<file path="src/rtl/uart_tx_mmio_responder.sv">
// uart_tx_mmio_responder: memory-mapped 8N1 UART transmitter with a TX FIFO.
// Word reads are combinational; strobed byte writes land on clk_i.
// Optional parity: define UART_TX_PARITY_EN to make CTRL bits 2-3
// (parity_en, parity_odd) writable and insert a parity bit before STOP.
//
// state  | meaning
// IDLE   | line high, waiting for tx_en and a queued byte
// START  | start bit, line low for DIV+1 cycles
// DATA   | eight data bits, LSB first, DIV+1 cycles each
// PARITY | parity bit (UART_TX_PARITY_EN builds only)
// STOP   | stop bit, line high; may chain straight into the next START
module uart_tx_mmio_responder #(
  parameter logic [31:0] BASE_ADDR   = 32'h1000_0000,
  parameter int          FIFO_DEPTH  = 8,
  parameter logic [15:0] DEFAULT_DIV = 16'd867
) (
  input  logic        clk_i,
  input  logic        reset_i,
  input  logic [31:0] address_i,
  input  logic        write_enable_i,
  input  logic [31:0] write_data_i,
  input  logic [3:0]  write_data_strobe_i,
  output logic [31:0] read_data_o,
  output logic        tx_o,
  output logic        irq_o
);
  localparam int AW = $clog2(FIFO_DEPTH);
  localparam int CW = AW + 1;

  typedef enum logic [2:0] {
    S_IDLE,
    S_START,
    S_DATA,
`ifdef UART_TX_PARITY_EN
    S_PARITY,
`endif
    S_STOP
  } state_t;

  state_t         state_q, state_d;
  logic [7:0]     mem_q [FIFO_DEPTH];
  logic [AW-1:0]  wr_ptr_q, rd_ptr_q;
  logic [CW-1:0]  count_q;
  logic [15:0]    divisor_q, div_lat_q, cnt_q;
  logic [3:0]     ctrl_q;
  logic           ovf_q;
  logic [7:0]     shift_q;
  logic [2:0]     idx_q;
`ifdef UART_TX_PARITY_EN
  logic           par_en_q, par_bit_q;
`endif

  logic hit, wr, wr_txdata, push, pop, full, empty, busy, bit_done;
  logic tx_en, irq_en, ovf_set, ovf_clr;
  logic [1:0] offset;
  logic unused_bits;

  assign hit       = (address_i[31:4] == BASE_ADDR[31:4]);
  assign offset    = address_i[3:2];
  assign wr        = hit & write_enable_i;
  assign wr_txdata = wr & (offset == 2'd0) & write_data_strobe_i[0];
  assign full      = (count_q == CW'(FIFO_DEPTH));
  assign empty     = (count_q == '0);
  assign tx_en     = ctrl_q[0];
  assign irq_en    = ctrl_q[1];
  assign bit_done  = (cnt_q == '0);
  // A push into a full FIFO is still accepted when the head leaves that cycle.
  assign push      = wr_txdata & (~full | pop);
  assign ovf_set   = wr_txdata & full & ~pop;
  assign ovf_clr   = wr & (offset == 2'd1) & write_data_strobe_i[0] & write_data_i[3];
  assign irq_o     = irq_en & empty & ~busy;
  assign unused_bits = ^{address_i[1:0], write_data_i[31:16]};

  // Configuration registers and the sticky overflow flag.
  always_ff @(posedge clk_i or posedge reset_i) begin
    if (reset_i) begin
      divisor_q <= DEFAULT_DIV;
      ctrl_q    <= '0;
      ovf_q     <= 1'b0;
    end else begin
      if (wr && offset == 2'd2) begin
        if (write_data_strobe_i[0]) divisor_q[7:0]  <= write_data_i[7:0];
        if (write_data_strobe_i[1]) divisor_q[15:8] <= write_data_i[15:8];
      end
      if (wr && offset == 2'd3 && write_data_strobe_i[0]) begin
        ctrl_q[1:0] <= write_data_i[1:0];
`ifdef UART_TX_PARITY_EN
        ctrl_q[3:2] <= write_data_i[3:2];
`endif
      end
      if (ovf_set)      ovf_q <= 1'b1;
      else if (ovf_clr) ovf_q <= 1'b0;
    end
  end

  // FIFO storage; contents need no reset since count gates every read.
  always_ff @(posedge clk_i) begin
    if (push) mem_q[wr_ptr_q] <= write_data_i[7:0];
  end

  // FIFO pointers and occupancy.
  always_ff @(posedge clk_i or posedge reset_i) begin
    if (reset_i) begin
      wr_ptr_q <= '0;
      rd_ptr_q <= '0;
      count_q  <= '0;
    end else begin
      if (push) wr_ptr_q <= wr_ptr_q + AW'(1);
      if (pop)  rd_ptr_q <= rd_ptr_q + AW'(1);
      if (push && !pop)      count_q <= count_q + CW'(1);
      else if (pop && !push) count_q <= count_q - CW'(1);
    end
  end

  // Serializer state register.
  always_ff @(posedge clk_i or posedge reset_i) begin
    if (reset_i) state_q <= S_IDLE;
    else         state_q <= state_d;
  end

  // Next-state logic; pop marks a frame start (from IDLE or the last STOP cycle).
  always_comb begin
    state_d = state_q;
    pop     = 1'b0;
    case (state_q)
      S_IDLE: begin
        if (tx_en && !empty) begin
          pop     = 1'b1;
          state_d = S_START;
        end
      end
      S_START: if (bit_done) state_d = S_DATA;
      S_DATA: begin
        if (bit_done && idx_q == 3'd7) begin
`ifdef UART_TX_PARITY_EN
          state_d = par_en_q ? S_PARITY : S_STOP;
`else
          state_d = S_STOP;
`endif
        end
      end
`ifdef UART_TX_PARITY_EN
      S_PARITY: if (bit_done) state_d = S_STOP;
`endif
      S_STOP: begin
        if (bit_done) begin
          if (tx_en && !empty) begin
            pop     = 1'b1;
            state_d = S_START;
          end else begin
            state_d = S_IDLE;
          end
        end
      end
      default: state_d = S_IDLE;
    endcase
  end

  // Line level and busy flag decoded from the registered state.
  always_comb begin
    tx_o = 1'b1;
    busy = 1'b1;
    case (state_q)
      S_IDLE:   busy = 1'b0;
      S_START:  tx_o = 1'b0;
      S_DATA:   tx_o = shift_q[0];
`ifdef UART_TX_PARITY_EN
      S_PARITY: tx_o = par_bit_q;
`endif
      default:  tx_o = 1'b1;
    endcase
  end

  // Bit-period down-counter and shifter; divisor and parity setup latch per frame.
  always_ff @(posedge clk_i or posedge reset_i) begin
    if (reset_i) begin
      cnt_q     <= '0;
      div_lat_q <= DEFAULT_DIV;
      shift_q   <= '0;
      idx_q     <= '0;
`ifdef UART_TX_PARITY_EN
      par_en_q  <= 1'b0;
      par_bit_q <= 1'b0;
`endif
    end else if (pop) begin
      cnt_q     <= divisor_q;
      div_lat_q <= divisor_q;
      shift_q   <= mem_q[rd_ptr_q];
      idx_q     <= '0;
`ifdef UART_TX_PARITY_EN
      par_en_q  <= ctrl_q[2];
      par_bit_q <= (^mem_q[rd_ptr_q]) ^ ctrl_q[3];
`endif
    end else if (state_q != S_IDLE) begin
      if (bit_done) begin
        cnt_q <= div_lat_q;
        if (state_q == S_DATA) begin
          shift_q <= {1'b0, shift_q[7:1]};
          idx_q   <= idx_q + 3'd1;
        end
      end else begin
        cnt_q <= cnt_q - 16'd1;
      end
    end
  end

  // Read mux; zero outside the window so responders can be ORed together.
  always_comb begin
    read_data_o = '0;
    if (hit) begin
      case (offset)
        2'd1:    read_data_o = {16'h0, 8'(count_q), 4'h0, ovf_q, busy, empty, full};
        2'd2:    read_data_o = {16'h0, divisor_q};
        2'd3:    read_data_o = {28'h0, ctrl_q};
        default: read_data_o = '0;
      endcase
    end
  end
endmodule

</file>
<file path="config.mk">
export PLATFORM = sky130hd
export DESIGN_NAME = uart_tx_mmio_responder
export DESIGN_NICKNAME = d
export VERILOG_FILES = /design/src/rtl/uart_tx_mmio_responder.sv
export SDC_FILE = /design/constraint.sdc
export NUM_CORES = 1
export LEC_CHECK = 0
export BUFFER_PORTS_ARGS = -buffer_cell sky130_fd_sc_hd__buf_2
export CORE_MARGIN = 2
export CORE_UTILIZATION = 61
export CTS_CLUSTER_DIAMETER = 80
export DETAILED_ROUTE_END_ITERATION = 6
export PLACE_DENSITY = 0.95
export SLEW_MARGIN = 20
export SYNTH_ARGS = -nofsm -noshare
export SYNTH_HDL_FRONTEND = slang
export SYNTH_SLANG_ARGS = --single-unit
</file>
<file path="constraint.sdc">
create_clock -name clk_i -period 4.81 [get_ports clk_i]
set_clock_uncertainty 0.05 [all_clocks]
set_input_delay 0.962 -clock clk_i [delete_from_list [all_inputs] [get_ports clk_i]]
set_output_delay 0.962 -clock clk_i [all_outputs]
set_load 0.02 [all_outputs]
</file>
==> results.txt <==
The run finished with clean final reports. The share of flip-flops with an asynchronous set or reset after synthesis came out at 0.536. The sum of overflow across all layers after global routing came out at 0. The critical path capture point type is an output pin. The number of nets in the final layout is approximately 670. The most used flip-flop cell after synthesis is edfxtp_1. The slowest stage of the critical path is the nor3_1 cell. The number of hold-repair buffers added at the cts stage came out at 0. The largest driver fanout on the critical path came out at 9.

The most used cell along the critical path is buf_2. The total power divided by cell area came out at ~330 nW/um^2. The die area came out at ~12000 sq um. The pre-CTS setup slack came out at 927 ps.

Clock-pin slew was measured on the worst setup and hold paths at about 60 ps. The worst-case setup margin in the final layout is about 580 ps. Counting along the longest clock path gives a buffer depth of 2. The data required time of the critical path is around 3800 ps. The standard cell core area came out at roughly 11000 sq um. The maximum number of pins on one net before global-route repair came out at 44. The design draws 2580 uW. The overall die height came out at about 110 microns. The clock root buffer master is clkbuf_8. The register area share after synthesis came out at 0.558. The total global routing track utilization came out at 0.341. The total CTS buffers came out at 17. The largest stage delay on the critical path came out at roughly 800 ps.

edfxtp_1 takes more of the synthesized area than any other cell. The placed wire-length estimate after detailed placement is between 10000 and 15000 microns. The total of buffers placed on input and output ports is 68. The detailed router finished its first iteration with between 800 and 900 violations. The setup total negative slack is 0 ps. The area share of the leading cell type in the synthesized netlist came out at 0.283. The global-route wire length before repair came out at a little under 30000 microns. In the final layout, the share of cells above drive strength 1 is 0.322. Dividing the final minimum period by the clock period gives 0.880.

For the pin with the worst max-slew slack, the measured transition is between 1000 and 1500 ps. The netlist area before placement is roughly 6800 sq um. The highest clock rate came out at ~240 MHz. The final-report setup violation count came out at 0.

The post-detailed-route wirelength per cell came out at approximately 26 microns. The signal on the critical path passes through buf_2 > nor2b_1 > inv_1 > nor3_1 > and2_1 > buf_2. The distinct cell type count after synthesis came out at a little under 70.

The worst-case IR drop observed on VDD is 0.000291 V. After detailed routing, the number of vias per cell comes to 6.92. The critical path in this run is classified as input port to output pin. For this design, the sink count on the clock tree is about 140.

Setup repair after global routing left no endpoint under its margin. By area the synthesized netlist is led by edfxtp_1 28%, dfrtp_1 23%, mux4_2 5.3%. The synthesized design contains 64 enable-type register cells. Leaving out fill and tap cells, the most frequent cell in the layout is buf_2. TritonCTS built the clock tree. The initial cell density of the core is 0.627. During synthesis, Yosys emitted a total of 2 warnings. The depth of the CTS H-tree came out at 4. In this run, post-CTS repair resized a total of 0 instances. The number of maximum-capacitance violations came out at 0. The cell count after synthesis came out at 513.

The area overhead of the layout relative to synthesis came out at 14.2%. Routability-driven placement finished with a final weighted congestion of a little under 1. The headroom to the max-slew limit is 0.242. The detailed-route DRC error count is 0. The first detailed-routing pass took 6 iterations.

The count of vias placed by the detailed router is 5098. The number of buffer and inverter instances along the worst setup path is 3. The clock latency reported for the late side of the worst-skew pair came out at about 550 ps. The hold violation total from the final report is 0.

In the layout the commonest cells are 68 x buf_2, 64 x edfxtp_1, 61 x dfrtp_1. The overall routed net length came out at just under 20000 microns. The critical path data arrival time is between 3000 and 4000 ps. Row generation in the floorplan step produced 38 rows. The number of global-route vias before repair came out at 5182. The synthesized flop and latch total came out at 138. The initial antenna violation count is 0. For this design the static power due to leakage is roughly 0.0032 uW.

The count of antenna-violating nets left after detailed routing came out at 0. The worst setup path is launched from an input port. The per-instance average area after synthesis came out at around 13 sq um. The post-CTS repair timing setup buffer count is 0. The number of I/O pins came out at between 100 and 150.

0 antenna diodes ended up in the layout. The final critical delay including setup and external delays is about 4200 ps. The dominant delay contributor by cell family on the critical path is simple AND/OR/NAND/NOR gates. The class of the tightest hold or removal check is register to register.

The width of the chip came out at approximately 110 microns. The max-slew violation count came to 0.
-- cells by family after synthesis --
kind of cell | Yosys count | share of synthesized area
compound gates | 76 | 0.0800
xor+xnor | 13 | 0.0168
fa+ha+maj | 13 | 0.0251
buf+inv | 62 | 0.0485
flops | 138 | 0.558
mux | 80 | 0.160
other cells | 1 | 0.000552
simple gates | 130 | 0.111
-- synthesized netlist by cell type, drive strengths merged, types with 4 or more instances --
cell	count
nand2	19
mux2i	28
nor2	33
a22oi	9
ha	12
mux4	16
nand3	8
nor3	20
a31oi	4
dfrtp	62
a211oi	4
dfstp	12
inv	20
xor2	5
buf	33
nor4	13
o21ai	20
and2	8
mux2	36
and3	4
edfxtp	64
a221o	8
xnor2	8
nand4	7
clkbuf	9
a21oi	8
-- worst paths after layout --
check,from,endpoint,depth (start not counted),slack [ps]
max,address_i[3],read_data_o[13],6,580
min,div_lat_q[13],div_lat_q[13],1,460
max reg2reg,cnt_q[8],count_q[3],14,750
min reg2reg,div_lat_q[13],div_lat_q[13],1,460
max in group asynchronous,reset_i,div_lat_q[0],3,3110
min in group asynchronous,reset_i,divisor_q[15],2,590
-- worst reg2reg max path, cell delays in order (launching register included) --
cell	delay (ps)
dfrtp_1	490
nor4_4	500
nand4b_2	220
o41ai_1	790
o2111ai_1	240
buf_4	250
inv_1	90
ha_1	200
inv_1	110
ha_1	290
a21o_1	190
a21oi_1	180
xnor2_1	150
nor2_1	80
xor2_1	150
-- layer usage --
| layer | up-vias | routed length [microns] | global-route usage | part of all wire |
|---|---|---|---|---|
| met2 | 491 | 9120 | 0.526 | 0.47 |
| met1 | 2430 | 6840 | 0.439 | 0.35 |
| met5 | - | 0 | 0 | 0 |
| li1 | 2052 | - | - | - |
| met4 | 0 | 1070 | 0.166 | 0.055 |
| met3 | 125 | 2260 | 0.109 | 0.12 |
-- cell type report --
| cell class | instances | area [sq um] |
|---|---|---|
| multi-input combinational | 328 | 2730 |
| clock buffer | 17 | 414 |
| fill | 591 | 3080 |
| timing repair buffer | 79 | 423 |
| inverter | 20 | 75.1 |
| clock inverter | 15 | 151 |
| sequential | 138 | 3790 |
| tap | 140 | 175 |
-- sequential cells by signal, summed over array words and instances, names as in the netlist --
signal,flops
state_q,2
rd_ptr_q,3
ovf_q,1
wr_ptr_q,3
ctrl_q,2
idx_q,3
divisor_q,16
shift_q,8
mem_q,64
count_q,4
div_lat_q,16
cnt_q,16
-- through the flow --
| step | util | hold slack [ps] | instances | area [sq um] |
|---|---|---|---|---|
| 6_report | 0.716 | 461 | 737 | 7760 |
| 5_1_grt | 0.716 | 485 | 737 | 7760 |
| 4_1_cts | 0.716 | 459 | 737 | 7760 |
| 3_5_place_dp | 0.663 | 446 | 705 | 7190 |
| 3_3_place_gp | 0.663 | 437 | 705 | 7190 |
| 2_1_floorplan | - | 416 | 528 | 6850 |
-- power breakdown --
part	leakage (uW)	switching, uW	internal [uW]
Combinational	0.00142	50.1	17.9
Sequential	0.00154	0.0440	1240
Clock	0.000282	568	707
No activity file was read; power rests on OpenSTA's default activity.
